**src/rtl/clk_ratio_ctrl.sv**
```systemverilog
// Rational M/N clock-enable scheduler running on clk_src.
// Produces a registered clk_out plus one-cycle rise/fall enables using an
// accumulator; ratio changes and stop/start happen only at toggle points.
module clk_ratio_ctrl #(
    parameter int unsigned W      = 16,
    parameter int unsigned M_INIT = 2,
    parameter int unsigned N_INIT = 75
) (
    input  logic         clk_src,
    input  logic         rst,
    input  logic         en,
    input  logic         cfg_valid,
    input  logic [W-1:0] cfg_m,
    input  logic [W-1:0] cfg_n,
    output logic         cfg_ready,
    output logic         cfg_err,
    output logic         clk_out,
    output logic         ce_rise,
    output logic         ce_fall,
    output logic         running
);

    localparam int unsigned SW = W + 1;

    typedef enum logic [1:0] {
        ST_STOP = 2'd0,
        ST_RUN  = 2'd1,
        ST_PEND = 2'd2
    } state_t;

    state_t       r_state, w_state_nxt;
    logic [W-1:0] r_acc, w_acc_nxt;
    logic [W-1:0] r_m, w_m_nxt;
    logic [W-1:0] r_n, w_n_nxt;
    logic [W-1:0] r_pm, w_pm_nxt;
    logic [W-1:0] r_pn, w_pn_nxt;
    logic         r_clk, w_clk_nxt;
    logic         r_rise, w_rise_nxt;
    logic         r_fall, w_fall_nxt;
    logic         r_err, w_err_nxt;
    logic         r_cfg_ready;
    logic         r_running;

    logic [SW-1:0] w_sum;
    logic          w_hit;
    logic [W-1:0]  w_acc_step;
    logic          w_xfer;
    logic          w_legal;
    logic          w_load;
    logic          w_stop;

    // Accumulator step and config qualification
    assign w_sum      = SW'(r_acc) + (SW'(r_m) << 1);
    assign w_hit      = (w_sum >= SW'(r_n));
    assign w_acc_step = w_hit ? W'(w_sum - SW'(r_n)) : W'(w_sum);
    assign w_xfer     = cfg_valid & r_cfg_ready;
    assign w_legal    = (cfg_m != '0) && (cfg_n != '0) &&
                        ((SW'(cfg_m) << 1) <= SW'(cfg_n)) && !cfg_n[W-1];
    assign w_load     = w_xfer & w_legal;

    // Next-state, accumulator, ratio and output-pulse decisions
    always_comb begin
        w_state_nxt = r_state;
        w_acc_nxt   = r_acc;
        w_m_nxt     = r_m;
        w_n_nxt     = r_n;
        w_pm_nxt    = r_pm;
        w_pn_nxt    = r_pn;
        w_clk_nxt   = r_clk;
        w_rise_nxt  = 1'b0;
        w_fall_nxt  = 1'b0;
        w_err_nxt   = w_xfer & ~w_legal;
        w_stop      = 1'b0;
        case (r_state)
            ST_STOP: begin
                w_acc_nxt = '0;
                w_clk_nxt = 1'b0;
                if (w_load) begin
                    w_m_nxt = cfg_m;
                    w_n_nxt = cfg_n;
                end
                if (en) begin
                    w_state_nxt = ST_RUN;
                end
            end
            ST_RUN, ST_PEND: begin
                if (!en && !r_clk) begin
                    // Already low: stop without touching clk_out
                    w_stop = 1'b1;
                end else begin
                    w_acc_nxt = w_acc_step;
                    if (w_hit) begin
                        w_clk_nxt  = ~r_clk;
                        w_rise_nxt = ~r_clk;
                        w_fall_nxt = r_clk;
                    end
                    if (w_hit && r_clk && !en) begin
                        w_stop = 1'b1;
                    end else if (r_state == ST_PEND && w_hit && !r_clk) begin
                        // New ratio takes over on a rising edge with a clean accumulator
                        w_acc_nxt   = '0;
                        w_m_nxt     = r_pm;
                        w_n_nxt     = r_pn;
                        w_state_nxt = ST_RUN;
                    end else if (r_state == ST_RUN && w_load) begin
                        w_pm_nxt    = cfg_m;
                        w_pn_nxt    = cfg_n;
                        w_state_nxt = ST_PEND;
                    end
                end
                if (w_stop) begin
                    w_state_nxt = ST_STOP;
                    w_acc_nxt   = '0;
                    if (r_state == ST_PEND) begin
                        w_m_nxt = r_pm;
                        w_n_nxt = r_pn;
                    end else if (w_load) begin
                        w_m_nxt = cfg_m;
                        w_n_nxt = cfg_n;
                    end
                end
            end
            default: begin
                w_state_nxt = ST_STOP;
            end
        endcase
    end

    // State and registered outputs
    always_ff @(posedge clk_src or posedge rst) begin
        if (rst) begin
            r_state     <= ST_STOP;
            r_acc       <= '0;
            r_m         <= W'(M_INIT);
            r_n         <= W'(N_INIT);
            r_pm        <= '0;
            r_pn        <= '0;
            r_clk       <= 1'b0;
            r_rise      <= 1'b0;
            r_fall      <= 1'b0;
            r_err       <= 1'b0;
            r_cfg_ready <= 1'b1;
            r_running   <= 1'b0;
        end else begin
            r_state     <= w_state_nxt;
            r_acc       <= w_acc_nxt;
            r_m         <= w_m_nxt;
            r_n         <= w_n_nxt;
            r_pm        <= w_pm_nxt;
            r_pn        <= w_pn_nxt;
            r_clk       <= w_clk_nxt;
            r_rise      <= w_rise_nxt;
            r_fall      <= w_fall_nxt;
            r_err       <= w_err_nxt;
            r_cfg_ready <= (w_state_nxt != ST_PEND);
            r_running   <= (w_state_nxt != ST_STOP);
        end
    end

    assign cfg_ready = r_cfg_ready;
    assign cfg_err   = r_err;
    assign clk_out   = r_clk;
    assign ce_rise   = r_rise;
    assign ce_fall   = r_fall;
    assign running   = r_running;

endmodule

```
**config.mk**
```make
export PLATFORM = sky130hd
export DESIGN_NAME = clk_ratio_ctrl
export DESIGN_NICKNAME = d
export VERILOG_FILES = /design/src/rtl/clk_ratio_ctrl.sv
export SDC_FILE = /design/constraint.sdc
export NUM_CORES = 1
export LEC_CHECK = 0
export ABC_CLOCK_PERIOD_IN_PS = 3900
export BUFFER_PORTS_ARGS = -buffer_cell sky130_fd_sc_hd__buf_2
export CORE_MARGIN = 3
export CORE_UTILIZATION = 56
export DETAILED_ROUTE_END_ITERATION = 7
export PLACE_DENSITY = 0.85
export RECOVER_POWER = 100
export SYNTH_ARGS = -nofsm -noshare
export SYNTH_HDL_FRONTEND = slang
export SYNTH_SLANG_ARGS = --single-unit
```
**constraint.sdc**
```tcl
create_clock -name clk_src -period 3.9 [get_ports clk_src]
set_input_delay 0.39 -clock clk_src [delete_from_list [all_inputs] [get_ports clk_src]]
set_output_delay 0.39 -clock clk_src [all_outputs]
set_load 0.02 [all_outputs]
```
Yosys cells after proc, flatten, opt, wreduce, memory -nomap -nowiden
Index checks and enable logic that the tools add are counted.
{"block": "classes", "div_mod_pow": 0, "order_cmp": 2, "muxes": 41, "multipliers": 0, "n_addsub": 2, "n_reduce_logical": 22, "eq_ne": 7, "n_bitwise": 8, "shift": 0}
{"operator": "$mux W16", "count": 19}
{"operator": "$pmux W16 S2", "count": 3}
{"operator": "$reduce_bool A16 Y1", "count": 2}
{"operator": "$add A16 B17 Y17", "count": 1}
{"operator": "$ge A17 B16 Y1", "count": 1}
{"operator": "$le A17 B16 Y1", "count": 1}
{"operator": "$sub A16 B16 Y16", "count": 1}
{"operator": "$mux W2", "count": 6}
{"operator": "$mux W1", "count": 11}
{"operator": "$logic_and A1 B1 Y1", "count": 9}
{"operator": "$ne A2 B2 Y1 const B", "count": 4}
{"operator": "$not A1 Y1", "count": 5}
{"operator": "$reduce_and A5 Y1", "count": 1}
{"operator": "$pmux W2 S2", "count": 1}
{"operator": "$reduce_and A2 Y1", "count": 2}
{"operator": "$reduce_bool A2 Y1", "count": 2}
{"operator": "$and A1 B1 Y1", "count": 3}
{"operator": "$logic_not A1 Y1", "count": 3}
{"operator": "$ne A3 B3 Y1 const B", "count": 1}
{"operator": "$reduce_and A3 Y1", "count": 1}
{"operator": "$eq A2 B1 Y1 const B", "count": 1}
{"operator": "$eq A2 B2 Y1 const B", "count": 1}
{"operator": "$logic_not A2 Y1", "count": 1}
{"operator": "$pmux W1 S2", "count": 1}
{"operator": "$reduce_or A2 Y1", "count": 1}
{"block": "totals", "latch_bits": 0, "out_inout_bits": 6, "reg_bits": 88, "ram_bits": 0, "n_memories": 0, "wordCells": 94, "mem_bits_ro": 0}

Depth between registers and ports, before layout
{"block": "depth", "word_depth": 13, "depth_mapped": 21, "ltp_nobuf": 18}

Least setup slack after synthesis
No wires, ideal clock.
{"block": "synth_timing", "kind": "register to register", "start": "register r_m[0]", "end": "register r_pm[0]", "path_slack_ps": -375, "stages_incl_launch_ff": 21, "setup_ps": 125, "t_arrival_ps": 4150, "required_time_ps": 3775, "path_cell_list": "dfrtp_1 -> ha_1 -> inv_1 -> fa_1 -> nor2b_1 -> o31a_1 -> o41ai_1 -> o21ai_0 -> a21oi_1 -> xnor2_1 -> ha_1 -> nand4_1 -> o41ai_1 -> a211o_1 -> and2_1 -> buf_2 -> o31a_1 -> or2_1 -> buf_6 -> buf_6 -> mux2_4"}
{"block": "synth_between", "elab_chain_len": 6, "elab_cells_between_ends": 9, "cone_classes": "add/sub (1); order compare (1); bitwise (2); reduce/logical (5)"}
{"item": "start, declared", "line_no": "33", "text": "logic [W-1:0] r_m, w_m_nxt;"}
{"item": "start signal, assigned", "line_no": "134", "text": "r_m <= W'(M_INIT);"}
{"item": "start signal, assigned", "line_no": "147", "text": "r_m <= w_m_nxt;"}
{"item": "$add A16 B17 Y17 *", "line_no": "53", "text": "assign w_sum = SW'(r_acc) + (SW'(r_m) << 1);"}
{"item": "$ge A17 B16 Y1 *", "line_no": "54", "text": "assign w_hit = (w_sum >= SW'(r_n));"}
{"item": "$logic_and A1 B1 Y1 (on tied branches) (2 in a row)", "line_no": "99, 97"}
{"item": "$not A1 Y1 (no line)"}
{"item": "$reduce_and A5 Y1 (no line) *"}
{"item": "end signal, assigned", "line_no": "149", "text": "r_pm <= w_pm_nxt;"}
{"item": "end, declared", "line_no": "35", "text": "logic [W-1:0] r_pm, w_pm_nxt;"}
Every way passes the cells marked *; elsewhere a longest branch is shown, timed or not.
A chain may end at the register's enable or synchronous reset.

Worst setup path after layout
{"block": "layout_timing", "start": "register r_acc[1]", "end": "register r_pm[15]"}
{"block": "layout_between", "elab_chain_len": 6, "elab_cells_between_ends": 9, "cone_classes": "add/sub (1); order compare (1); bitwise (2); reduce/logical (5)"}
{"item": "start, declared", "line_no": "32", "text": "logic [W-1:0] r_acc, w_acc_nxt;"}
{"item": "start signal, assigned", "line_no": "146", "text": "r_acc <= w_acc_nxt;"}
{"item": "$add A16 B17 Y17 *", "line_no": "53"}
{"item": "$ge A17 B16 Y1 *", "line_no": "54"}
{"item": "$logic_and A1 B1 Y1 (on tied branches) (2 in a row)", "line_no": "99, 97"}
{"item": "$not A1 Y1 (no line)"}
{"item": "$reduce_and A5 Y1 (no line) *"}
Marks and branches as above.

==> impl_results.md <==
* Total Routing Usage GR at 0.369
* Outcome: finished, violations left
* Most used cell, CP: o31a_1
* Hold_ws at 334 ps
* Worst reg2reg path startpoint: r_acc[1]$_DFFE_PP0P_
* Synth async-reset ratio at 1.00
* RSZ-0062 raised after global routing: true
* Synth Flop Type: dfrtp_1
* DRT iter0 DRCs at 1,246
* Max-Cap Viols at 2
* Site Rows at 38
* Area Overhead vs Synth at 36.4%
* Core Area at 0.0111 mm^2
* Tmin final at 4750 ps
* Worst-path clk slew at 80 ps
* Yosys reg bits at 88
* Total wire length at 28,500 um
* CP startpoint: r_acc[1]$_DFFE_PP0P_
* Num CTS Buffers at 9
* Slew @ Worst Pin at 2270 ps
* Antenna violations before repair at 0
* Post-synth EDFFs at 0
* Placement Cell Area at 0.00731 mm^2
* DRC at 0
* Final Skew at 14.7 ps
* Synth top area share at 0.316
* Final #Nets at 972
* Syn Inst Count at 749
* Multi-input gate area at 0.00460 mm^2
* CTS tree: done
* Die W at 114 um
* Vias in the first global route at 7,131
* Vias at 7,751
* Fmax at 0.210 GHz
* Worst path required time at 4150 ps
* Clock root cell: clkbuf_16
* Synthesized area at 0.00649 mm^2
* Post-DR vias/cell at 7.54
* Crit-path slowest cell: fa_2
* Area contributors post-synth: dfrtp_1, ha_1, o21ai_0
* Share of cells above drive strength 1 at 0.342
* First-pass GRT wire length at 37,400 um
* Period utilization at 1.22
* Post-Layout Cell Count at 1,028
* Clock sinks at 88
* Element type at the critical path end: flip-flop
* Vert. Die Dim at 114 um
* Gr ovfl total at 0
* Largest net degree at the start of global routing at 48
* Initial Util at 0.586
* Final ANT Viol Nets at 0
* Final WS setup at -855 ps
* Final setup vio count at 87
* CP peak stage delay at 380 ps
* Avg Cell Area, Syn at 8.67 um^2
* Clk Latency, worst-skew pair at 360 ps
* Violations in the final reports: capacitance limit, slew limit, setup timing
* Kind of critical path: reg2reg
* Placer Congestion at 0.987
* CP cell instances: ha_2 -> inv_2 -> fa_2 -> nor2b_4 -> o31a_1 -> o41ai_4 -> buf_4 -> o311ai_4 -> a21oi_2 -> xnor2_2 -> ha_1 -> nand4_1 -> o41ai_2 -> a211o_1 -> and2_4 -> o31a_1 -> or2_4 -> buf_12 -> buf_6 -> and2_1
* Final Cell Area at 0.00885 mm^2
* Max-slew headroom at -0.522
* Hold buffers post-CTS at 0
* CTS Buffer Depth at 2
* Antenna fix cells at 0
* Cells after DPL at 963
* IO Port Bufs at 41
* Average wire per standard cell at 27.8 um
* H-tree depth at 3
* Worst min-delay path category: in2reg
* Dpl hpwl at 16,200 um
* Critical path fanouts, max at 15
* Worst EP arrival at 5010 ps
* Yosys synthesis warning count at 0
* Top cell type by total area after synthesis: dfrtp_1
* Drt first pass iters at 8
* Ports at 42
* CP Launch Type: flip-flop
* Yosys cell types at 57
* Syn Nets at 838
* Register area share after synthesis at 0.340
* Hold_sp: cfg_n[0]
* Register area at 0.00221 mm^2
* Endpoints failing hold at 0
* Max-slew violations at 75
* # fillers at 587
* Die area at 0.0129 mm^2
## synth_stat cells (4+ instances only)
library cell / count
mux2_4: 4
nand2_1: 55
mux2i_1: 11
o41ai_1: 9
a21oi_1: 43
and3_1: 7
a211oi_1: 7
a221oi_1: 14
nor2_1: 34
o21bai_1: 4
nor4_1: 6
dfrtp_1: 82
a221o_1: 7
mux2_2: 5
o31a_1: 15
buf_2: 5
a21boi_0: 11
o31ai_1: 11
nand3_1: 17
o21a_1: 7
a31oi_1: 6
clkbuf_1: 34
inv_1: 65
nor2b_1: 6
o21ai_0: 84
nand2b_1: 5
nor3_1: 21
ha_1: 51
o211ai_1: 29
a22o_1: 8
and2_1: 8
dfstp_2: 6
xor2_1: 4
nand4_1: 11
xnor2_1: 15
a21o_1: 6
a31o_2: 5
## per-stage QoR
stage          setup slack, ps  setup TNS (ps)   util
4_1_cts                   -393          -26920  0.744
2_1_floorplan             -188           -1910      -
3_3_place_gp              -291          -15050  0.660
6_report                  -855          -64590  0.799
5_1_grt                   -882          -67500  0.799
3_5_place_dp              -634          -34130  0.660
## cell families (layout without fill, tap and decap cells)
logic type / count (synthesis) / after routing / synth area share
buffers and inverters: 107 / 244 / 0.0651
AOI/OAI and AO/OA: 289 / 291 / 0.304
DFF: 88 / 88 / 0.340
adders and majority gates: 53 / 53 / 0.104
and+or+nand+nor: 173 / 173 / 0.125
muxes: 20 / 20 / 0.0349
xor gates and xnor gates: 19 / 19 / 0.0256
## final timing paths
kind,slack [ps],cells after the start,end
max,-850,20,r_pm[15]$_DFFE_PP0P_
max reg2reg,-850,20,r_pm[15]$_DFFE_PP0P_
min reg2reg,510,2,r_acc[9]$_DFFE_PP0P_
min in group asynchronous,630,2,r_pm[5]$_DFFE_PP0P_
max in group asynchronous,970,3,r_acc[10]$_DFFE_PP0P_
min,330,3,r_n[0]$_DFFE_PP1P_
## final cells by class
type                       instances  area share
sequential                        88       0.250
tap                              140      0.0198
timing repair buffer             163       0.149
clock buffer                       9      0.0254
multi-input combinational        556       0.520
clock inverter                     7     0.00890
inverter                          65      0.0277
## per-layer routing
metal / wire [um] / share of wire / vias to the layer above / GRT usage
met5: 0 / 0 / - / 0
met4: 2590 / 0.091 / 0 / 0.236
met3: 3600 / 0.13 / 286 / 0.0668
met2: 12700 / 0.44 / 782 / 0.600
met1: 9660 / 0.34 / 3608 / 0.453
li1: - / - / 3075 / -
## timing repair
| action | 4_1_cts | 5_1_grt |
|---|---|---|
| pin swaps | 35 | 48 |
| setup buffers | 28 | 18 |
| setup endpoints to repair | 87 | 87 |
| gates cloned | 3 | 4 |
| gates resized for setup | 113 | 93 |
## sequential cells by signal, indices dropped and copies added (netlist names), 2 cells and up
signal   count
r_pm        16
r_acc       16
r_n         16
r_state      2
r_m         16
r_pn        16
## worst max-delay path: cells and delay by family (launching register included)
family	cells	cell delay (ps)
compound gates	7	1500
fa+ha+maj	3	940
simple gates	5	910
buf+inv	4	560
flops	1	370
xor+xnor	1	330
## placed cells by master, fill, tap and decap left out, types with 11 or more instances in the layout
cell / Yosys / layout
buf_4: 0 / 89
dfrtp_1: 82 / 82
inv_1: 65 / 62
nand2_1: 55 / 51
o21ai_0: 84 / 50
ha_1: 51 / 48
a21oi_1: 43 / 34
buf_2: 5 / 34
o211ai_1: 29 / 29
nor2_1: 34 / 25
buf_6: 2 / 20
o21ai_1: 3 / 19
o21ai_2: 1 / 17
nand3_1: 17 / 15
o31a_1: 15 / 15
nor3_1: 21 / 13
xnor2_1: 15 / 13
nand4_1: 11 / 11
clkbuf_16: 0 / 11
Power is not shown: default switching activity piles up to over one toggle a cycle in this logic, so the estimate is an artifact.
